===== config.mk =====
export PLATFORM = sky130hd
export DESIGN_NAME = wb_initiator
export DESIGN_NICKNAME = d
export VERILOG_FILES = /design/src/rtl/common_pkg.sv /design/src/rtl/wb_initiator.sv
export SDC_FILE = /design/constraint.sdc
export NUM_CORES = 1
export LEC_CHECK = 0
export ABC_AREA = 1
export CORE_AREA = 2 2 78 50
export CTS_CLUSTER_SIZE = 14
export DETAILED_ROUTE_END_ITERATION = 6
export DIE_AREA = 0 0 80 52
export DONT_BUFFER_PORTS = 1
export GPL_TIMING_DRIVEN = 0
export PLACE_DENSITY = 0.73
export SLEW_MARGIN = 15
export SYNTH_ARGS = -nofsm -noshare
export SYNTH_HDL_FRONTEND = slang
export SYNTH_SLANG_ARGS = --single-unit
export TNS_END_PERCENT = 100

===== constraint.sdc =====
create_clock -name wb_clock_i -period 1.5 [get_ports wb_clock_i]
set_input_delay 0.15 -clock wb_clock_i [delete_from_list [all_inputs] [get_ports wb_clock_i]]
set_output_delay 0.15 -clock wb_clock_i [all_outputs]
set_load 0.05 [all_outputs]

===== src/rtl/common_pkg.sv =====
// Shared Wishbone bus widths, request payload and initiator state encoding.
package common_pkg;

  localparam int unsigned WB_ADDR_WIDTH = 8;
  localparam int unsigned DATA_WIDTH    = 8;

  typedef struct packed {
    logic                     we;
    logic [WB_ADDR_WIDTH-1:0] addr;
    logic [DATA_WIDTH-1:0]    data;
  } wb_req_t;

  typedef enum logic [1:0] {
    WB_INIT_IDLE,
    WB_INIT_STROBE,
    WB_INIT_WAIT_ACK
  } wb_init_state_t;

endpackage


===== src/rtl/wb_initiator.sv =====
// Wishbone B4 pipelined initiator: turns one valid/ready request into a single-beat
// cycle/strobe exchange and reports read data or a timeout error.
module wb_initiator
  import common_pkg::*;
#(
  parameter int unsigned TIMEOUT_CYCLES = 255
) (
  input  logic                     wb_clock_i,
  input  logic                     wb_reset_i,
  input  logic                     req_valid_i,
  output logic                     req_ready_o,
  input  logic                     req_we_i,
  input  logic [WB_ADDR_WIDTH-1:0] req_addr_i,
  input  logic [DATA_WIDTH-1:0]    req_data_i,
  output logic                     rsp_valid_o,
  output logic [DATA_WIDTH-1:0]    rsp_data_o,
  output logic                     rsp_err_o,
  output logic [WB_ADDR_WIDTH-1:0] wbp_addr_o,
  output logic [DATA_WIDTH-1:0]    wbp_data_o,
  output logic                     wbp_we_o,
  output logic                     wbp_sel_o,
  output logic                     wbp_cycle_o,
  output logic                     wbp_strobe_o,
  input  logic [DATA_WIDTH-1:0]    wbp_data_i,
  input  logic                     wbp_stall_i,
  input  logic                     wbp_ack_i
);

  localparam int unsigned CNT_W = $clog2(TIMEOUT_CYCLES + 1);
  localparam logic [CNT_W-1:0] CNT_MAX = CNT_W'(TIMEOUT_CYCLES);
  localparam logic [DATA_WIDTH-1:0] IDLE_DATA = {DATA_WIDTH{1'b1}};

  wb_init_state_t        state_q, state_d;
  logic [CNT_W-1:0]      cnt_q, cnt_d, cnt_inc;
  wb_req_t               req_q, req_d;
  logic                  cycle_q, cycle_d;
  logic                  strobe_q, strobe_d;
  logic                  sel_q, sel_d;
  logic                  ready_q, ready_d;
  logic                  rsp_valid_q, rsp_valid_d;
  logic                  rsp_err_q, rsp_err_d;
  logic [DATA_WIDTH-1:0] rsp_data_q, rsp_data_d;
  logic                  timed_out, finish_ok, finish_err;

  // Next state, counter and registered outputs.
  always_comb begin
    state_d     = state_q;
    cnt_d       = cnt_q;
    req_d       = req_q;
    cycle_d     = cycle_q;
    strobe_d    = strobe_q;
    sel_d       = sel_q;
    ready_d     = ready_q;
    rsp_valid_d = 1'b0;
    rsp_err_d   = 1'b0;
    rsp_data_d  = rsp_data_q;
    finish_ok   = 1'b0;
    finish_err  = 1'b0;
    cnt_inc     = cnt_q + CNT_W'(1);
    // The abort fires on the edge where the running count reaches the limit.
    timed_out   = (cnt_inc == CNT_MAX);

    unique case (state_q)
      WB_INIT_IDLE: begin
        ready_d = 1'b1;
        if (req_valid_i && ready_q) begin
          req_d    = '{we: req_we_i, addr: req_addr_i, data: req_data_i};
          cycle_d  = 1'b1;
          strobe_d = 1'b1;
          sel_d    = 1'b1;
          ready_d  = 1'b0;
          cnt_d    = '0;
          state_d  = WB_INIT_STROBE;
        end
      end
      WB_INIT_STROBE: begin
        cnt_d = cnt_inc;
        if (!wbp_stall_i && wbp_ack_i) begin
          finish_ok = 1'b1;
        end else if (timed_out) begin
          finish_err = 1'b1;
        end else if (!wbp_stall_i) begin
          strobe_d = 1'b0;
          state_d  = WB_INIT_WAIT_ACK;
        end
      end
      WB_INIT_WAIT_ACK: begin
        cnt_d = cnt_inc;
        if (wbp_ack_i) begin
          finish_ok = 1'b1;
        end else if (timed_out) begin
          finish_err = 1'b1;
        end
      end
      default: state_d = WB_INIT_IDLE;
    endcase

    // Ack takes priority over timeout because finish_ok is decided first above.
    if (finish_ok || finish_err) begin
      rsp_valid_d = 1'b1;
      rsp_err_d   = finish_err;
      cycle_d     = 1'b0;
      strobe_d    = 1'b0;
      sel_d       = 1'b0;
      ready_d     = 1'b1;
      state_d     = WB_INIT_IDLE;
      if (finish_err) begin
        rsp_data_d = IDLE_DATA;
      end else if (!req_q.we) begin
        rsp_data_d = wbp_data_i;
      end
    end
  end

  always_ff @(posedge wb_clock_i) begin
    if (wb_reset_i) begin
      state_q     <= WB_INIT_IDLE;
      cnt_q       <= '0;
      req_q       <= '0;
      cycle_q     <= 1'b0;
      strobe_q    <= 1'b0;
      sel_q       <= 1'b0;
      ready_q     <= 1'b0;
      rsp_valid_q <= 1'b0;
      rsp_err_q   <= 1'b0;
      rsp_data_q  <= IDLE_DATA;
    end else begin
      state_q     <= state_d;
      cnt_q       <= cnt_d;
      req_q       <= req_d;
      cycle_q     <= cycle_d;
      strobe_q    <= strobe_d;
      sel_q       <= sel_d;
      ready_q     <= ready_d;
      rsp_valid_q <= rsp_valid_d;
      rsp_err_q   <= rsp_err_d;
      rsp_data_q  <= rsp_data_d;
    end
  end

  assign req_ready_o  = ready_q;
  assign rsp_valid_o  = rsp_valid_q;
  assign rsp_err_o    = rsp_err_q;
  assign rsp_data_o   = rsp_data_q;
  assign wbp_addr_o   = req_q.addr;
  assign wbp_data_o   = req_q.data;
  assign wbp_we_o     = req_q.we;
  assign wbp_sel_o    = sel_q;
  assign wbp_cycle_o  = cycle_q;
  assign wbp_strobe_o = strobe_q;

endmodule


==> summary.md <==
The path with the worst hold slack has its endpoint at wbp_addr_o[0]. The share of cells above drive strength 1 is 0.248. The buffering stage count on the worst path with inverters included was 0; the number of enable flip-flop cells after synthesis was 0. For this design the top-level I/O count stands at 61. The longest individual stage delay on the worst path works out to 0.41 ns.

Summing internal, switching and leakage power gives 3.74 mW. Aggregate global-route resource usage: 0.221. Leaving out filler cells and counting taps, the final layout contains 349. The async set or reset register ratio after synthesis came out at 0. Wires add up to 4690 um. The cell count after synthesis was 270.

The routed layout has 1805 vias. Startpoint type of the worst setup path: a flop. The routed design could run at a clock period as short as 1.73 ns. The tools report the worst setup slack after layout as -0.234 ns. The run gives 5 as the number of buffers inserted during clock tree synthesis. Mean number of vias per cell: 5.17.

The final reports fail on setup timing. The tools report the post-route core utilization as 0.694. TritonCTS built the clock tree. For the worst setup path, the data arrival time is 1.93 ns. The synthesized flop and latch total came out at 40.

The start of the worst register-to-register path is cnt_q[1]. The H-tree was split into 2 levels. The region available for standard cell placement spans 3490 um2. For this run, the detailed router's first-pass iteration total came to 4. Clock latency on the worst-skew pair, taken at its later pin, is 0.30 ns. Counting tap cells, the placed design contains a total of 317 instances. Ranked by total cell area, the synthesized netlist is headed by sky130_fd_sc_hd__dfxtp_1, sky130_fd_sc_hd__nor2_1, sky130_fd_sc_hd__nand2_1, sky130_fd_sc_hd__inv_1, sky130_fd_sc_hd__nand3_1. Walking the worst path, the cells encountered are ha_4, nand3_1, o21bai_1, nand2_2, nand2_2, nor2_2, nand4_1, nand2_2, nand2_4, nand2_8, nor2_1, nand2_1. Dividing total power by cell area gives a power density of 1540 nW/um2.

The logs give 0 for the residual overflow from global routing and 0 for the count of max-cap constraint violations. The count of distinct cell types in the synthesized netlist was 22. Counting stages on the worst path, the most repeated cell is sky130_fd_sc_hd__nand2_2. The relative slew slack was 0.638.

The portion of synthesized cell area occupied by the leading cell type is 0.427. The die is 80 um wide. The tools report the cell chosen for the clock root as sky130_fd_sc_hd__clkbuf_8. The mean routed wirelength per cell works out to 13.4 um.

Across the VDD grid, the largest voltage drop is 1.09 mV. The final critical-path share of the clock period is 1.16. By startpoint and endpoint, the worst setup path is classified as flop to flop.

The worst hold path class was primary input to flop. The worst hold slack across all endpoints is 0.0124 ns, and the HPWL reported at the end of detailed placement is 2960 um. For the total setup violations reported at the end of the flow, the log shows 15. Maximum net fanout on the critical path: 8.

The cell area that synthesis handed to floorplanning was 1880 um2. 0 antenna diodes ended up in the layout. The largest total area in the synthesized netlist belongs to sky130_fd_sc_hd__dfxtp_1. For this design the static power due to leakage is 1.09 nW. For the worst flop-to-flop path, the logic depth is 12. Number of max-slew violations in the final report: 0.

When the netlist entered floorplanning its net count stood at 305. Timing would allow up to 577 MHz. Setup repair after global routing could not meet its margin everywhere.

The maximum buffer depth of the clock tree is 2, and the number of remaining DRC errors is 0. Endpoint of the lowest-slack register-to-register path: rsp_data_o[4]. The total count of hold-check failures in the final report came out at 0. Yosys instantiated no cell more often than sky130_fd_sc_hd__nor2_1. The run gives 1605 as the number of global-route vias before repair. The last weighted congestion value of the routability-driven placer came out at 0.815. The run finished, with violations left.

During synthesis, Yosys emitted a total of 0 warnings. Dividing the synthesized area by the synthesized cell count gives 6.95 um2. For the pin with the worst max-slew slack, the measured transition is 0.542 ns. Post-synthesis sequential area ratio: 0.427. By count the netlist is led by sky130_fd_sc_hd__nor2_1, sky130_fd_sc_hd__nand2_1, sky130_fd_sc_hd__dfxtp_1, sky130_fd_sc_hd__inv_1.

The worst slack at placement was -0.396 ns. In this run the remaining antenna-violating nets after routing total 0. The area growth from synthesis to layout is 29.2%. The tools report the internal reg-to-reg setup slack as -0.23 ns. The placed instances occupy a cell area of 1950 um2. The pin count of the biggest net entering global routing is 14, and the TritonCTS sink count is 40.

The floorplan step set the die height to 52 um. The number of antenna violations at the first check in global routing is 0, and the clock slew at the register clock pins of the worst setup and hold paths is 0.08 ns. The kind of end point of the critical path is a flop. Along the worst hold path, the cell count comes to 2. The tools report the violation count after the first detailed-route iteration as 63. The clock arrives with 0.00496 ns of skew. With fillers left out, the area of the finished cells amounts to 2420 um2.

The critical path runs through a total of 12 cells. The run gives 0.538 as the starting density of the core. The logs give -2.96 ns for the accumulated negative setup slack and 1.70 ns for the endpoint required time on the critical path. After the last flow step, the layout net total stands at 336. Critical-path cell with the highest stage delay: sky130_fd_sc_hd__dfxtp_4.

In this run the core area contains 17 standard-cell rows. The first global-routing pass estimated 7020 um of wire. The startpoint identified for the worst hold timing path is req_addr_i[0]. The floorplan step defined a die boundary enclosing 4160 um2.

The count of port buffers added during placement came out at 0. Broken down by cell family, the worst path's largest delay share belongs to simple AND/OR/NAND/NOR gates. The most instantiated flip-flop cell in the synthesis netlist is sky130_fd_sc_hd__dfxtp_1.
==> cell type report <==
type,count,area [um2]
Sequential cell,40,817
Fill cell,299,1070
Timing Repair Buffer,23,210
Multi-Input combinational cell,188,1050
Buffer,8,38.8
Tap cell,47,58.8
Clock buffer,5,68.8
Clock inverter,3,42.5
Inverter,35,134
==> cells in the final DEF, fill, tap and decap left out, types with 7 or more instances in the layout <==
cell	Yosys	final
sky130_fd_sc_hd__dfxtp_1	40	33
sky130_fd_sc_hd__nand2_2	6	12
sky130_fd_sc_hd__nand3_1	21	16
sky130_fd_sc_hd__buf_4	1	9
sky130_fd_sc_hd__nand2_1	43	36
sky130_fd_sc_hd__a21oi_1	13	12
sky130_fd_sc_hd__nor2_1	57	53
sky130_fd_sc_hd__dlygate4sd3_1	0	15
sky130_fd_sc_hd__nor2_2	5	7
sky130_fd_sc_hd__inv_1	33	30
sky130_fd_sc_hd__o21ai_0	21	19
sky130_fd_sc_hd__nand3_2	3	7
==> registers in the layout, summed over array words and instances (netlist names) <==
| name | count |
|---|---|
| cnt_q | 8 |
| req_ready_o | 1 |
| rsp_data_o | 8 |
| rsp_err_o | 1 |
| rsp_valid_o | 1 |
| state_q | 2 |
| wbp_addr_o | 8 |
| wbp_data_o | 8 |
| wbp_sel_o | 1 |
| wbp_strobe_o | 1 |
| wbp_we_o | 1 |
==> power breakdown <==
part           switching [mW]  internal (mW)  total, mW
combinational           0.615          0.402       1.02
sequential              0.590           1.24       1.83
clock                   0.404          0.492      0.897
total                    1.61           2.13       3.74
==> layer usage <==
metal  GRT usage  wire length (um)
met1       0.279              2110
met3      0.0729               328
met2       0.350              2160
met5           0                 0
met4      0.0876                93
==> worst max-delay path by stage <==
stage	from	to	slack (ns)
global placement	state_q[0]	cnt_q[5]	-0.35
floorplan	state_q[0]	wbp_we_o	-0.01
detailed placement	state_q[0]	cnt_q[2]	-0.40
global route	cnt_q[0]	rsp_data_o[3]	-0.38
finish	cnt_q[1]	rsp_data_o[4]	-0.23
CTS	cnt_q[0]	rsp_data_o[0]	-0.17
==> what timing repair did <==
item | CTS | global route
hold buffers | 14 | 1
resized for setup | 17 | 30
setup buffers | 4 | 4
hold endpoints to repair | 14 | 1
setup endpoints to repair | 40 | 37
pin swaps | 7 | 4
gates cloned | 0 | 1
==> kinds of logic (layout without fill, tap and decap cells) <==
family / after synthesis / in the layout / synth area share
adders and majority gates: 5 / 5 / 0.0334
and+or+nand+nor: 145 / 146 / 0.351
DFF: 40 / 40 / 0.427
AOI/OAI and AO/OA: 37 / 37 / 0.101
buffers and inverters: 43 / 74 / 0.0881
==> worst register-to-register path: cells and delay by family (launching register included) <==
family | cells | cell delay [ns]
fa+ha+maj | 1 | 0.17
flops | 1 | 0.41
compound gates | 1 | 0.17
simple gates | 10 | 0.90
Power figures use the tool's default switching activity.
